[config.mk]
export PLATFORM = sky130hd
export DESIGN_NAME = jk_excitation_sequencer
export DESIGN_NICKNAME = d
export VERILOG_FILES = /design/src/rtl/jk_excitation_sequencer.sv
export SDC_FILE = /design/constraint.sdc
export NUM_CORES = 1
export LEC_CHECK = 0
export ABC_AREA = 1
export BUFFER_PORTS_ARGS = -buffer_cell sky130_fd_sc_hd__buf_2
export CORE_MARGIN = 2
export CORE_UTILIZATION = 25
export DETAILED_ROUTE_END_ITERATION = 12
export PLACE_DENSITY_LB_ADDON = 0.1
export SLEW_MARGIN = 20
export SYNTH_ARGS = -nofsm -noshare
export SYNTH_HDL_FRONTEND = slang
export SYNTH_SLANG_ARGS = --single-unit
export TNS_END_PERCENT = 1
[constraint.sdc]
create_clock -name CLK -period 2.72 [get_ports CLK]
set_clock_uncertainty 0.2 [all_clocks]
set_input_delay 0.136 -clock CLK [delete_from_list [all_inputs] [get_ports CLK]]
set_output_delay 0.136 -clock CLK [all_outputs]
set_load 0.05 [all_outputs]
[src/rtl/jk_excitation_sequencer.sv]
// Drives J/K into an external JK flop so its Q follows a queued stream of
// target bits. After each step it checks Q and keeps a saturating mismatch count.
module jk_excitation_sequencer #(
    parameter int DEPTH = 8,
    parameter int CNT_W = 8
) (
    input  logic             CLK,
    input  logic             RST_N,
    input  logic             EN,
    input  logic             IN_VALID,
    output logic             IN_READY,
    input  logic             IN_BIT,
    input  logic             Q_FB,
    input  logic             CLR_ERR,
    output logic             J,
    output logic             K,
    output logic             CHK_VALID,
    output logic             CHK_ERR,
    output logic [CNT_W-1:0] ERR_CNT,
    output logic             IDLE
);
    localparam int               AW       = (DEPTH > 1) ? $clog2(DEPTH) : 1;
    localparam logic [AW:0]      FULL_CNT = (AW+1)'(DEPTH);
    localparam logic [AW:0]      CNT_ONE  = (AW+1)'(1);
    localparam logic [AW-1:0]    PTR_ONE  = AW'(1);
    localparam logic [CNT_W-1:0] ERR_ONE  = CNT_W'(1);
    localparam logic [CNT_W-1:0] ERR_MAX  = '1;

    localparam logic [1:0] S_IDLE  = 2'd0;
    localparam logic [1:0] S_DRIVE = 2'd1;
    localparam logic [1:0] S_CHECK = 2'd2;

    logic             mem_q [DEPTH];
    logic [AW-1:0]    wr_ptr_q, wr_ptr_d;
    logic [AW-1:0]    rd_ptr_q, rd_ptr_d;
    logic [AW:0]      count_q, count_d;
    logic [1:0]       state_q, state_d;
    logic             tgt_q, tgt_d;
    logic             j_q, j_d;
    logic             k_q, k_d;
    logic             chk_valid_q, chk_valid_d;
    logic             chk_err_q, chk_err_d;
    logic [CNT_W-1:0] err_cnt_q, err_cnt_d;

    logic push;
    logic pop;
    logic can_pop;
    logic head_bit;
    logic ex_j;
    logic ex_k;
    logic mismatch;

    assign IN_READY = (count_q != FULL_CNT);
    assign push     = IN_VALID && IN_READY;
    assign can_pop  = EN && (count_q != '0);
    assign head_bit = mem_q[rd_ptr_q];

    // J only sets a 0, K only clears a 1; the toggle code is never produced.
    assign ex_j     = head_bit & ~Q_FB;
    assign ex_k     = ~head_bit & Q_FB;
    assign mismatch = (Q_FB != tgt_q);

    always_ff @(posedge CLK) begin
        if (push) begin
            mem_q[wr_ptr_q] <= IN_BIT;
        end
    end

    always_comb begin
        wr_ptr_d = wr_ptr_q;
        rd_ptr_d = rd_ptr_q;
        count_d  = count_q;
        if (push) begin
            wr_ptr_d = wr_ptr_q + PTR_ONE;
        end
        if (pop) begin
            rd_ptr_d = rd_ptr_q + PTR_ONE;
        end
        case ({push, pop})
            2'b10:   count_d = count_q + CNT_ONE;
            2'b01:   count_d = count_q - CNT_ONE;
            default: count_d = count_q;
        endcase
    end

    always_comb begin
        state_d     = state_q;
        tgt_d       = tgt_q;
        j_d         = 1'b0;
        k_d         = 1'b0;
        chk_valid_d = 1'b0;
        chk_err_d   = chk_err_q;
        err_cnt_d   = err_cnt_q;
        pop         = 1'b0;
        case (state_q)
            S_IDLE: begin
                if (can_pop) begin
                    pop     = 1'b1;
                    tgt_d   = head_bit;
                    j_d     = ex_j;
                    k_d     = ex_k;
                    state_d = S_DRIVE;
                end
            end
            S_DRIVE: begin
                state_d = S_CHECK;
            end
            S_CHECK: begin
                chk_valid_d = 1'b1;
                chk_err_d   = mismatch;
                if (mismatch && (err_cnt_q != ERR_MAX)) begin
                    err_cnt_d = err_cnt_q + ERR_ONE;
                end
                // Back-to-back steps reload J/K here, giving one bit per two cycles.
                if (can_pop) begin
                    pop     = 1'b1;
                    tgt_d   = head_bit;
                    j_d     = ex_j;
                    k_d     = ex_k;
                    state_d = S_DRIVE;
                end else begin
                    state_d = S_IDLE;
                end
            end
            default: begin
                state_d = S_IDLE;
            end
        endcase
        if (CLR_ERR) begin
            err_cnt_d = '0;
        end
    end

    always_ff @(posedge CLK or negedge RST_N) begin
        if (!RST_N) begin
            wr_ptr_q    <= '0;
            rd_ptr_q    <= '0;
            count_q     <= '0;
            state_q     <= S_IDLE;
            tgt_q       <= 1'b0;
            j_q         <= 1'b0;
            k_q         <= 1'b0;
            chk_valid_q <= 1'b0;
            chk_err_q   <= 1'b0;
            err_cnt_q   <= '0;
        end else begin
            wr_ptr_q    <= wr_ptr_d;
            rd_ptr_q    <= rd_ptr_d;
            count_q     <= count_d;
            state_q     <= state_d;
            tgt_q       <= tgt_d;
            j_q         <= j_d;
            k_q         <= k_d;
            chk_valid_q <= chk_valid_d;
            chk_err_q   <= chk_err_d;
            err_cnt_q   <= err_cnt_d;
        end
    end

    assign J         = j_q;
    assign K         = k_q;
    assign CHK_VALID = chk_valid_q;
    assign CHK_ERR   = chk_err_q;
    assign ERR_CNT   = err_cnt_q;
    assign IDLE      = (state_q == S_IDLE) && (count_q == '0);

endmodule
==> run_results.csv <==
group,metric,value,unit
run_status,status,"complete, but fails checks",
run_status,violations,"DRC",
worst_setup_path,crit_fanout,8,
global_route,met3_usage,2.695,%
floorplanning,die_x,85.77,um
clock_tree,cts_sinks,33,
worst_setup_path,critical_path_class,"reg -> reg",
worst_hold_path,min_path_type,"in -> async",
route,vias_per_cell,4.182,
power,power_density,894.0,nW/um^2
global_route,grtUsageMet1,11.51,%
logic_synthesis,async_flop_share,75.76,%
logic_synthesis,synth_seq_cells,33,
logic_synthesis,synth_ff_type,"dfrtp_1",
worst_setup_path,crit_family,"simple AND/OR/NAND/NOR gates",
floorplanning,top_level_ports,21,
sta,rsz0062_at_grt,"no",
floorplanning,start_util,26.03,%
sta,hold_violations,0,
logic_synthesis,synth_nets,210,
global_route,grt.met2_usage,15.91,%
placed_design,dpl_cell_area,1863,sq um
logic_synthesis,synthXorXnorAreaFrac,3.668,%
logic_synthesis,synth_area,1672,sq um
route,drtIter0Drc,39,
power,p_sw_share,41.39,%
worst_setup_path,rr_startpoint,"count_q[3]",
global_route,grt-ovfl-total,0,
logic_synthesis,synth_top_family_by_area,"simple AND/OR/NAND/NOR gates",
global_route,grt_pass1_vias,1227,
power,leakage,1.011,nW
clock_tree,clk_path_buf_depth,2,
power,pwr-share-clk,19.6,%
global_route,grt_pass1_wl,5.533,mm
global_route,track_usage,9.692,%
route,dr_total_vias,1284,
logic_synthesis,synthMuxAreaShare,0,%
power,power_frac_comb,37.9,%
route,wl_per_cell,10.39,um
sta,fin_crit,2.162,ns
floorplanning,dieHeight,85.77,um
global_route,top_usage_layer,"met2",
clock_tree,cts_setup_buffers,0,
route,drc,3,
clock_tree,cts.repair.resized,0,
worst_setup_path,crit_path_top_delay_cell,"dfrtp_1",
finish,syn2layout_area_growth,19.98,%
finish,diodes,0,
logic_synthesis,synth_area_per_cell,8.485,sq um
finish,layout_commonest_cell,"nand2_1",
clock_tree,cts_inserted_buffers,5,
route,routed_wl,3.190,mm
floorplanning,core_area,6422,sq um
worst_setup_path,critical_path.max_stage_delay,0.43,ns
route,postRouteAntennaNets,0,
finish,final_cell_area,2006,sq um
worst_setup_path,startpoint,"count_q[3]",
sta,tightest_slew,0.5990,ns
logic_synthesis,ys_warn_count,0,
power,ir_drop,457.4,uV
finish,drive_gt1_share,17.83,%
floorplanning,rows,29,
logic_synthesis,synth-edff-count,8,
worst_setup_path,required,2.68,ns
worst_setup_path,cp_num_buf_inv,1,
worst_setup_path,critPathMostFrequentCell,"nand2_1",
clock_tree,holdBufCountCts,6,
worst_setup_path,arrival,2.12,ns
sta,drv_slew,0,
global_route,antenna_found_initial,0,
logic_synthesis,synth.distinct_cells,25,
global_route,grt_max_degree,26,
logic_synthesis,yosysSeqAreaShare,51.80,%
run,max-cap-violations,0,
power,p_switching,0.7421,mW
clock_tree,htreeDepth,2,
route,dr.pass1.iters,10,
clock_tree,tritoncts,"built",
placed_design,io_buffers,20,
sta,setup_viol_count_final,0,
sta,setup_tns,0,ns
finish,layout_common_cells,"nand2_1, nor2_1, dfrtp_1",
logic_synthesis,synth_compound_area_share,5.539,%
worst_setup_path,path_cells,"nor2_1, nand2_1, nand2_2, nor2_4, ha_1, inv_1, nand2_1, nand2_1, ha_1, a21oi_1, xor2_1, o21ai_0",
worst_setup_path,end_kind,"flop",
finish,fillers,683,
clock_tree,clkTransAtPathRegs,0.07,ns
logic_synthesis,syn-instance-count,197,
placed_design,dp_hpwl,2.376,mm
sta,max_slew_margin,60.07,%
power,p_int,1.051,mW
worst_setup_path,startpoint_type,"flop",
clock_tree,clk_latency,0.28,ns
sta,min_period_over_period,79.50,%
sta,fmax,462.4,MHz
finish,fin_nets,242,
logic_synthesis,synth_fa_ha_area_share,4.491,%
logic_synthesis,yosys.area_share.simple,28.29,%
worst_setup_path,ff2ff_path_depth,12,
worst_setup_path,cp.depth,12,
floorplanning,die-area,7356,sq um
placed_design,gp_congestion,0.7316,
clock_tree,cts_root_buf,"clkbuf_8",
power,sequentialPowerShare,42.5,%
cell families (layout without fill, tap and decap cells):
family | count (synthesis) | count (layout)
AO/OA/AOI/OAI | 18 | 18
XOR/XNOR | 7 | 7
adder cells (fa/ha/maj) | 6 | 6
buffers and inverters | 26 | 59
flip-flops | 33 | 33
AND/OR/NAND/NOR | 107 | 107
routing by layer:
layer | routed length, um | share of wire (%)
met1 | 1482 | 46
met3 | 165 | 5.2
met4 | 67 | 2.1
met5 | 0 | 0
met2 | 1474 | 46
cell type report:
class                           count  area (sq um)  area share, %
Timing Repair Buffer               26         160.2          7.985
Tap cell                           77         96.34          4.804
Inverter                           25         98.84          4.928
Sequential cell                    33         865.8          43.17
Clock inverter                      2         10.01         0.4991
Clock buffer                        6         72.57          3.618
Multi-Input combinational cell    138         701.9          35.00
through the flow:
| step | setup slack [ns] | hold slack (ns) | cells | total power [mW] | utilization [%] |
|---|---|---|---|---|---|
| 2_1_floorplan | 0.4734 | -0.3596 | 197 | 1.298 | - |
| 3_3_place_gp | 0.5964 | -0.02121 | 293 | 1.464 | 29.01 |
| 3_5_place_dp | 0.5694 | -0.01319 | 293 | 1.455 | 29.01 |
| 4_1_cts | 0.5492 | 0.2208 | 307 | 1.824 | 31.23 |
| 5_1_grt | 0.3429 | 0.2544 | 307 | 1.975 | 31.23 |
| 6_report | 0.5575 | 0.1911 | 307 | 1.793 | 31.23 |
state kept, by name, indices dropped and copies added, names as in the netlist, 2 cells and up:
| signal | flops |
|---|---|
| count_q | 4 |
| wr_ptr_q | 3 |
| rd_ptr_q | 3 |
| mem_q | 8 |
| ERR_CNT | 8 |
| state_q | 2 |
final timing paths:
check	end	slack, ns
max in group asynchronous	wr_ptr_q[1]	1.73
min in group CLK	state_q[1]	0.25
hold / removal	ERR_CNT[6]	0.19
hold reg to reg	state_q[1]	0.25
setup reg to reg	count_q[2]	0.56
setup / recovery	count_q[2]	0.56
cell usage after synthesis (3+ instances only):
master	number	area [sq um]
nand2_1	53	198.9
nor2_1	27	101.4
dfrtp_1	25	625.6
inv_1	21	78.83
nand3_1	11	55.05
o21ai_0	11	55.05
edfxtp_1	8	240.2
ha_1	6	75.07
xor2_1	6	52.55
nand2_2	5	31.28
a21oi_1	4	20.02
inv_2	3	11.26
power groups by stage:
stage / combinational (mW) / clock, mW / sequential (mW)
after detailed placement: 0.682 / 0 / 0.773
final: 0.680 / 0.351 / 0.762
after CTS: 0.692 / 0.368 / 0.764
after global placement: 0.691 / 0 / 0.772
after global routing: 0.791 / 0.397 / 0.788
after floorplan: 0.482 / 0 / 0.816
(Power assumes the default switching activity.)
